===== src/rtl/systolic_pkg.sv =====
// Shared definitions for the systolic matrix datapath: element and
// accumulator widths, the loader FSM state type and a small sizing helper.
package systolic_pkg;

  localparam int DATA_W = 16;
  localparam int ACC_W  = 32;

  typedef enum logic [1:0] {
    LOAD_A    = 2'd0,
    LOAD_B    = 2'd1,
    ISSUE     = 2'd2,
    WAIT_DONE = 2'd3
  } loader_state_t;

  // Index width for a counter covering 0..n-1, never narrower than one bit.
  function automatic int min1_clog2(input int n);
    return (n > 1) ? $clog2(n) : 1;
  endfunction

endpackage


===== src/rtl/matrix_loader_if.sv =====
// Element stream into the matrix loader: valid/ready handshake plus data.
interface matrix_loader_if #(
  parameter int DATA_W = 16
);

  logic              s_valid;
  logic              s_ready;
  logic [DATA_W-1:0] s_data;

  modport master (
    output s_valid,
    output s_data,
    input  s_ready
  );

  modport slave (
    input  s_valid,
    input  s_data,
    output s_ready
  );

endinterface


===== src/rtl/matrix_loader.sv =====
// Matrix loader: buffers A then B (row-major) from the element stream, then
// issues N_SIZE registered beats of (column k of A, row k of B) to the
// systolic array and waits for the collector to report the product drained.
module matrix_loader #(
  parameter int N_SIZE = 3,
  parameter int DATA_W = 16
) (
  input  logic                          clk,
  input  logic                          rst,
  matrix_loader_if.slave                s_if,
  output logic                          valid_out,
  output logic [N_SIZE-1:0][DATA_W-1:0] matrix_a_out,
  output logic [N_SIZE-1:0][DATA_W-1:0] matrix_b_out,
  input  logic                          result_done,
  output logic                          busy
);

  import systolic_pkg::*;

  localparam int CNT_W = min1_clog2(N_SIZE * N_SIZE);
  localparam int IDX_W = min1_clog2(N_SIZE);

  localparam logic [CNT_W-1:0] CNT_LAST = CNT_W'(N_SIZE * N_SIZE - 1);
  localparam logic [CNT_W-1:0] CNT_N    = CNT_W'(N_SIZE);
  localparam logic [IDX_W-1:0] K_LAST   = IDX_W'(N_SIZE - 1);

  loader_state_t state, state_d;

  logic [CNT_W-1:0] cnt, cnt_d;
  logic [IDX_W-1:0] k, k_d;
  logic             s_ready_q;
  logic             xfer;
  logic             a_we, b_we, issue;
  logic [IDX_W-1:0] row, col;

  logic [DATA_W-1:0] a_buf [N_SIZE][N_SIZE];
  logic [DATA_W-1:0] b_buf [N_SIZE][N_SIZE];

  assign s_if.s_ready = s_ready_q;
  assign xfer         = s_if.s_valid && s_ready_q;
  assign row          = IDX_W'(cnt / CNT_N);
  assign col          = IDX_W'(cnt % CNT_N);
  assign busy         = !((state == LOAD_A) && (cnt == '0));

  // State, counters and the registered ready decode.
  always_ff @(posedge clk) begin
    if (rst) begin
      state     <= LOAD_A;
      cnt       <= '0;
      k         <= '0;
      s_ready_q <= 1'b0;
    end else begin
      state     <= state_d;
      cnt       <= cnt_d;
      k         <= k_d;
      // Ready follows the next state so it drops on the edge that accepts
      // the final B element and rises on the edge that leaves WAIT_DONE.
      s_ready_q <= (state_d == LOAD_A) || (state_d == LOAD_B);
    end
  end

  // Next-state logic, counter advance and buffer/issue strobes.
  always_comb begin
    state_d = state;
    cnt_d   = cnt;
    k_d     = k;
    a_we    = 1'b0;
    b_we    = 1'b0;
    issue   = 1'b0;
    case (state)
      LOAD_A: begin
        if (xfer) begin
          a_we = 1'b1;
          if (cnt == CNT_LAST) begin
            cnt_d   = '0;
            state_d = LOAD_B;
          end else begin
            cnt_d = cnt + CNT_W'(1);
          end
        end
      end
      LOAD_B: begin
        if (xfer) begin
          b_we = 1'b1;
          if (cnt == CNT_LAST) begin
            cnt_d   = '0;
            k_d     = '0;
            state_d = ISSUE;
          end else begin
            cnt_d = cnt + CNT_W'(1);
          end
        end
      end
      ISSUE: begin
        issue = 1'b1;
        if (k == K_LAST) begin
          k_d     = '0;
          state_d = WAIT_DONE;
        end else begin
          k_d = k + IDX_W'(1);
        end
      end
      WAIT_DONE: begin
        // The last issue beat is still on the outputs during the first
        // WAIT_DONE cycle; a pulse coinciding with it is not a drain report.
        if (result_done && !valid_out) begin
          state_d = LOAD_A;
        end
      end
      default: state_d = LOAD_A;
    endcase
  end

  // Operand buffers; contents survive reset and are simply overwritten.
  always_ff @(posedge clk) begin
    if (a_we) begin
      a_buf[row][col] <= s_if.s_data;
    end
    if (b_we) begin
      b_buf[row][col] <= s_if.s_data;
    end
  end

  // Registered issue beat: column k of A and row k of B, zero when idle.
  always_ff @(posedge clk) begin
    if (rst) begin
      valid_out    <= 1'b0;
      matrix_a_out <= '0;
      matrix_b_out <= '0;
    end else if (issue) begin
      valid_out <= 1'b1;
      for (int unsigned i = 0; i < N_SIZE; i++) begin
        matrix_a_out[i] <= a_buf[i][k];
        matrix_b_out[i] <= b_buf[k][i];
      end
    end else begin
      valid_out    <= 1'b0;
      matrix_a_out <= '0;
      matrix_b_out <= '0;
    end
  end

endmodule


===== src/flat_wrapper.sv =====
// flat-port wrapper written by rule: the top's interface ports become plain ports
module matrix_loader_flat import systolic_pkg::*;
#(
  parameter int N_SIZE = 3,
  parameter int DATA_W = 16
)
  (clk, rst, valid_out, matrix_a_out, matrix_b_out, result_done, busy, s_if_s_valid, s_if_s_data, s_if_s_ready);
  matrix_loader_if #(.DATA_W(DATA_W)) s_if_i ();
  input  logic clk;
  input  logic rst;
  output logic valid_out;
  output logic [N_SIZE-1:0][DATA_W-1:0] matrix_a_out;
  output logic [N_SIZE-1:0][DATA_W-1:0] matrix_b_out;
  input  logic result_done;
  output logic busy;
  input wire logic [$bits(s_if_i.s_valid)-1:0] s_if_s_valid;
  input wire logic [$bits(s_if_i.s_data)-1:0] s_if_s_data;
  output wire logic [$bits(s_if_i.s_ready)-1:0] s_if_s_ready;
  assign s_if_i.s_valid = s_if_s_valid;
  assign s_if_i.s_data = s_if_s_data;
  assign s_if_s_ready = s_if_i.s_ready;
  matrix_loader #(.N_SIZE(N_SIZE), .DATA_W(DATA_W)) u_core (.clk(clk), .rst(rst), .s_if(s_if_i), .valid_out(valid_out), .matrix_a_out(matrix_a_out), .matrix_b_out(matrix_b_out), .result_done(result_done), .busy(busy));
endmodule

===== config.mk =====
export PLATFORM = sky130hd
export DESIGN_NAME = matrix_loader_flat
export DESIGN_NICKNAME = d
export VERILOG_FILES = /design/src/rtl/systolic_pkg.sv /design/src/rtl/matrix_loader_if.sv /design/src/rtl/matrix_loader.sv /design/src/flat_wrapper.sv
export SDC_FILE = /design/constraint.sdc
export NUM_CORES = 1
export LEC_CHECK = 0
export CAP_MARGIN = 15
export CORE_MARGIN = 3
export CORE_UTILIZATION = 45
export CTS_CLUSTER_SIZE = 8
export DETAILED_ROUTE_END_ITERATION = 8
export PLACE_DENSITY = 0.78
export SLEW_MARGIN = 0
export SYNTH_ARGS = -nofsm -noshare
export SYNTH_HDL_FRONTEND = slang
export SYNTH_SLANG_ARGS = --single-unit

===== constraint.sdc =====
create_clock -name clk -period 4.45 [get_ports clk]
set_input_delay 0.89 -clock clk [delete_from_list [all_inputs] [get_ports clk]]
set_output_delay 0.89 -clock clk [all_outputs]
set_load 0.05 [all_outputs]

==> flow_summary.html <==
<table>
<tr><th>Metric</th><th>Value</th></tr>
<tr><th colspan="2">Outcome</th></tr>
<tr><td>Result of the run</td><td>finished clean</td></tr>
<tr><th colspan="2">Critical path</th></tr>
<tr><td>Worst Path Buf+Inv</td><td>2</td></tr>
<tr><td>Type of the worst setup path</td><td>reg -&gt; out</td></tr>
<tr><td>Max stage delay on crit path</td><td>0.83 ns</td></tr>
<tr><td>CP max stage cell</td><td>sky130_fd_sc_hd__clkdlybuf4s50_1</td></tr>
<tr><td>Endpoint arrival time on the critical path</td><td>~3 ns</td></tr>
<tr><td>CP Data Required Time</td><td>3.56 ns</td></tr>
<tr><td>Category of the worst setup path launch point</td><td>register</td></tr>
<tr><td>Largest driver fanout on the critical path</td><td>16</td></tr>
<tr><td>Capturing element type of the critical path</td><td>primary output</td></tr>
<tr><td>Worst-path cell chain</td><td>inv_1, ha_1, nand3_1, clkdlybuf4s50_1</td></tr>
<tr><td>Cell family with the largest share of critical-path delay</td><td>buffers and inverters</td></tr>
<tr><th colspan="2">Synth</th></tr>
<tr><td>Cell type with the largest total area after synthesis</td><td>sky130_fd_sc_hd__edfxtp_1</td></tr>
<tr><td>Post-synthesis average cell area</td><td>14.7 um^2</td></tr>
<tr><td>Number of warning messages in the yosys log</td><td>0</td></tr>
<tr><td>Yosys reg bits</td><td>approximately 400</td></tr>
<tr><td>Synthesized Nets</td><td>978</td></tr>
<tr><td>Gate count of the mapped netlist</td><td>roughly 950</td></tr>
<tr><td>Syn Std Cell Area</td><td>0.0140 mm^2</td></tr>
<tr><td>Synth Area in XOR/XNOR</td><td>0%</td></tr>
<tr><td>Synth Area in Adders</td><td>0.896%</td></tr>
<tr><td>Biggest area contributors in the synthesized netlist</td><td>sky130_fd_sc_hd__edfxtp_1 62%, sky130_fd_sc_hd__dfxtp_1 15%, sky130_fd_sc_hd__mux2i_1 7.2%, sky130_fd_sc_hd__nor2_1 5.8%, sky130_fd_sc_hd__a21oi_1 3.7%</td></tr>
<tr><td>Yosys cell types</td><td>44</td></tr>
<tr><td>Simple-gate share of the synthesized area</td><td>slightly above 8%</td></tr>
<tr><td>Area share of the largest cell type after synthesis</td><td>61.9%</td></tr>
<tr><td>Compound-cell area share of the yosys netlist</td><td>under 10%</td></tr>
<tr><td>Sequential element share of the synthesized area</td><td>77.1%</td></tr>
<tr><td>Multiplexer share of the synthesized area</td><td>7.24%</td></tr>
<tr><td>Largest family of logic cells by synthesized area</td><td>simple AND/OR/NAND/NOR gates</td></tr>
<tr><th colspan="2">STA</th></tr>
<tr><td>Number of slew-limit violations in the final report</td><td>0</td></tr>
<tr><td>Number of setup violations in the final report</td><td>0</td></tr>
<tr><td>Worst max-slew margin expressed relative to the limit</td><td>26.8%</td></tr>
<tr><td>Share of the clock period used by the worst path after layout</td><td>roughly 86%</td></tr>
<tr><td>Minimum clock period after layout</td><td>3.82 ns</td></tr>
<tr><td>Unrepaired setup endpoints after global routing</td><td>no</td></tr>
<tr><td>Peak Freq</td><td>262 MHz</td></tr>
<tr><td>Final Hold Vio Count</td><td>0</td></tr>
<tr><td>Clock tree skew after final layout</td><td>about 0.028 ns</td></tr>
<tr><td>Aggregate negative setup slack</td><td>0 ns</td></tr>
<tr><td>Slew at the pin closest to its max-slew limit</td><td>1.10 ns</td></tr>
<tr><th colspan="2">Global route</th></tr>
<tr><td>Overflow after GRT</td><td>0</td></tr>
<tr><td>Met1 layer usage reported by global route</td><td>23.2%</td></tr>
<tr><td>Global-route wire length before repair</td><td>44100 um</td></tr>
<tr><td>Number of antenna violations at the first check in global routing</td><td>0</td></tr>
<tr><td>Met3 Track Usage GR</td><td>roughly 3.3%</td></tr>
<tr><td>Maximum number of pins on one net before global-route repair</td><td>94</td></tr>
<tr><td>Top Usage Layer GRT</td><td>met2</td></tr>
<tr><td>Total track usage</td><td>17.1%</td></tr>
<tr><td>Met2 usage</td><td>27.9%</td></tr>
<tr><td>Via count of the first global-routing pass</td><td>7813</td></tr>
<tr><th colspan="2">Final layout</th></tr>
<tr><td>Net count of the finished layout</td><td>1128</td></tr>
<tr><td>Final Instance Count excl. Fillers</td><td>about 1500</td></tr>
<tr><td>Fillcell total</td><td>2306</td></tr>
<tr><td>Area occupied by multi-input gates</td><td>around 0.0030 mm^2</td></tr>
<tr><td>Flip-flop and latch area</td><td>0.0108 mm^2</td></tr>
<tr><td>Proportion of layout cells with a drive suffix above 1</td><td>about 9.3%</td></tr>
<tr><td>Relative area change from synthesis to final layout</td><td>23.7%</td></tr>
<tr><th colspan="2">Floorplan</th></tr>
<tr><td>Number of top-level pins</td><td>between 100 and 150</td></tr>
<tr><td>Die Footprint</td><td>0.0332 mm^2</td></tr>
<tr><td>Core region area</td><td>0.0301 mm^2</td></tr>
<tr><td>Die height</td><td>between 150 and 200 um</td></tr>
<tr><td>Chip Width</td><td>182 um</td></tr>
<tr><td>Cell row count</td><td>between 60 and 70</td></tr>
<tr><td>Effective utilization at floorplan</td><td>a little under half</td></tr>
<tr><th colspan="2">Placement</th></tr>
<tr><td>Number of placed instances, taps included</td><td>~1400</td></tr>
<tr><td>Number of buffers added on ports</td><td>~120</td></tr>
<tr><td>Detail Placement HPWL</td><td>16600 um</td></tr>
<tr><td>Routability cong.</td><td>approximately 0.84</td></tr>
<tr><th colspan="2">Power and ir drop</th></tr>
<tr><td>Overall Power</td><td>7860 uW</td></tr>
<tr><td>IR Drop Worst-Case VDD</td><td>0.267 mV</td></tr>
<tr><td>P per Cell Area</td><td>455 mW/mm^2</td></tr>
<tr><td>Leak Pwr</td><td>0.00576 uW</td></tr>
<tr><th colspan="2">CTS</th></tr>
<tr><td>CTS tree</td><td>done</td></tr>
<tr><td>Hold-fix buffer count after cts</td><td>0</td></tr>
<tr><td>Root buffer selected by CTS</td><td>sky130_fd_sc_hd__clkbuf_16</td></tr>
<tr><td>Quantity of gates resized following cts</td><td>0</td></tr>
<tr><td>Longest Clk Path Bufs</td><td>3</td></tr>
<tr><td>Clock Latency Late Sink</td><td>0.55 ns</td></tr>
<tr><td>Clock-pin transition on the worst setup and hold timing paths</td><td>0.05 ns</td></tr>
<tr><td>Clock sink count</td><td>394</td></tr>
<tr><td>Number of levels in the clock H-tree</td><td>2</td></tr>
<tr><td>Total clock buffers created by CTS</td><td>55</td></tr>
<tr><td>Number of buffers added for setup after CTS</td><td>0</td></tr>
<tr><th colspan="2">Detailed routing</th></tr>
<tr><td>Number of remaining DRC errors</td><td>0</td></tr>
<tr><td>Wirelength per Cell</td><td>18.8 um</td></tr>
<tr><td>Sum of routed wire length over all layers</td><td>28800 um</td></tr>
<tr><td>DR vias</td><td>7846</td></tr>
<tr><td>Pre-Repair DR Iteration Count</td><td>5</td></tr>
<tr><td>Post-DRT Antenna Nets</td><td>0</td></tr>
<tr><td>DR iter-0 viols</td><td>713</td></tr>
<tr><td>Via density per instance</td><td>a little over 5</td></tr>
<tr><th colspan="2">Flow run</th></tr>
<tr><td>Maximum capacitance violations</td><td>0</td></tr>
<tr><th colspan="2">Min path</th></tr>
<tr><td>Hold/Removal Path Class</td><td>reg -&gt; reg</td></tr>
</table>
final timing paths:
path / startpoint / endpoint / slack, ns / cells after the start
min: u_core.a_buf[0][13] / u_core.matrix_a_out[13] / 0.47 / 2
max: u_core.cnt[0] / busy / 0.63 / 4
min reg2reg: u_core.a_buf[0][13] / u_core.matrix_a_out[13] / 0.47 / 2
max reg2reg: u_core.cnt[3] / u_core.a_buf[1][15] / 0.84 / 14
tightest hold or removal path, stage by stage, from the launching register on:
cell                       delay [ns]
sky130_fd_sc_hd__edfxtp_1        0.31
sky130_fd_sc_hd__a21oi_1         0.06
sky130_fd_sc_hd__nor2_1          0.07
placed cells by master, fill, tap and decap left out, drive strengths merged, types with 6 or more instances in the layout:
master         instances
clkbuf               101
nor2                 217
inv                   11
nand2                 16
clkdlybuf4s50        118
a21oi                104
nor4                   6
buf                   22
edfxtp               288
mux2i                101
nand2b                 8
dfxtp                106
ha                    10
area by class of cell:
cell class	count	area share, %
diodes	1	0.0145
inverters	9	0.210
well taps	390	2.82
clock inverters	2	0.166
multi-input cells	498	17.4
clock buffers	101	9.14
repair buffers	140	7.91
flip-flops and latches	394	62.4
through the flow:
stage                     utilization [%]  worst slack, ns  instance area [um^2]  hold slack, ns
after global placement               52.0             1.11                 15600           0.462
after floorplan                         -            0.267                 14000           0.447
final                                57.4            0.633                 17300           0.473
after global routing                 57.4            0.504                 17300           0.491
after detailed placement             52.0            0.952                 15600           0.467
after CTS                            57.3            0.647                 17300           0.474
cells by family after synthesis:
family / count (synthesis)
buffers and inverters: 56
adder cells (fa/ha/maj): 10
AND/OR/NAND/NOR: 270
AO/OA/AOI/OAI: 117
flip-flops: 394
multiplexers: 101
metal layers:
layer / vias up / wire length, um / share of wire [%]
met4: 0 / 597 / 2.1
li1: 3721 / - / -
met3: 41 / 1930 / 6.7
met2: 282 / 13900 / 48
met1: 3802 / 12300 / 43
met5: - / 0 / 0
registers in the layout, indices dropped and copies added, names as in the netlist:
name	flops
u_core.a_buf	144
u_core.b_buf	144
u_core.cnt	4
u_core.k	2
u_core.matrix_a_out	48
u_core.matrix_b_out	48
u_core.s_if.s_ready	1
u_core.state	2
u_core.valid_out	1
cells in the mapped netlist (all sizes together):
cell and n:
a211o 1, a211oi 1, a21o 1, a21oi 104, a221oi 1, a31o 1
a31oi 1, and2 1, and3 2, and3b 1, buf 27, clkbuf 20
dfxtp 106, edfxtp 288, ha 10, inv 9, mux2i 101, nand2 16
nand2b 8, nand3 5, nand3b 2, nand4 1, nand4b 1, nand4bb 1
nor2 217, nor2b 2, nor3 5, nor4 6, o211ai 2, o21ai 4
o221ai 1, or2 1, or3 1
where the power goes:
| group | switching (uW) | internal (uW) | total (uW) |
|---|---|---|---|
| sequential | 7.92 | 3960 | 3960 |
| clock | 1410 | 2360 | 3770 |
| combinational | 92.3 | 31.1 | 123 |
Note: power is estimated with default switching activity, not from simulation.
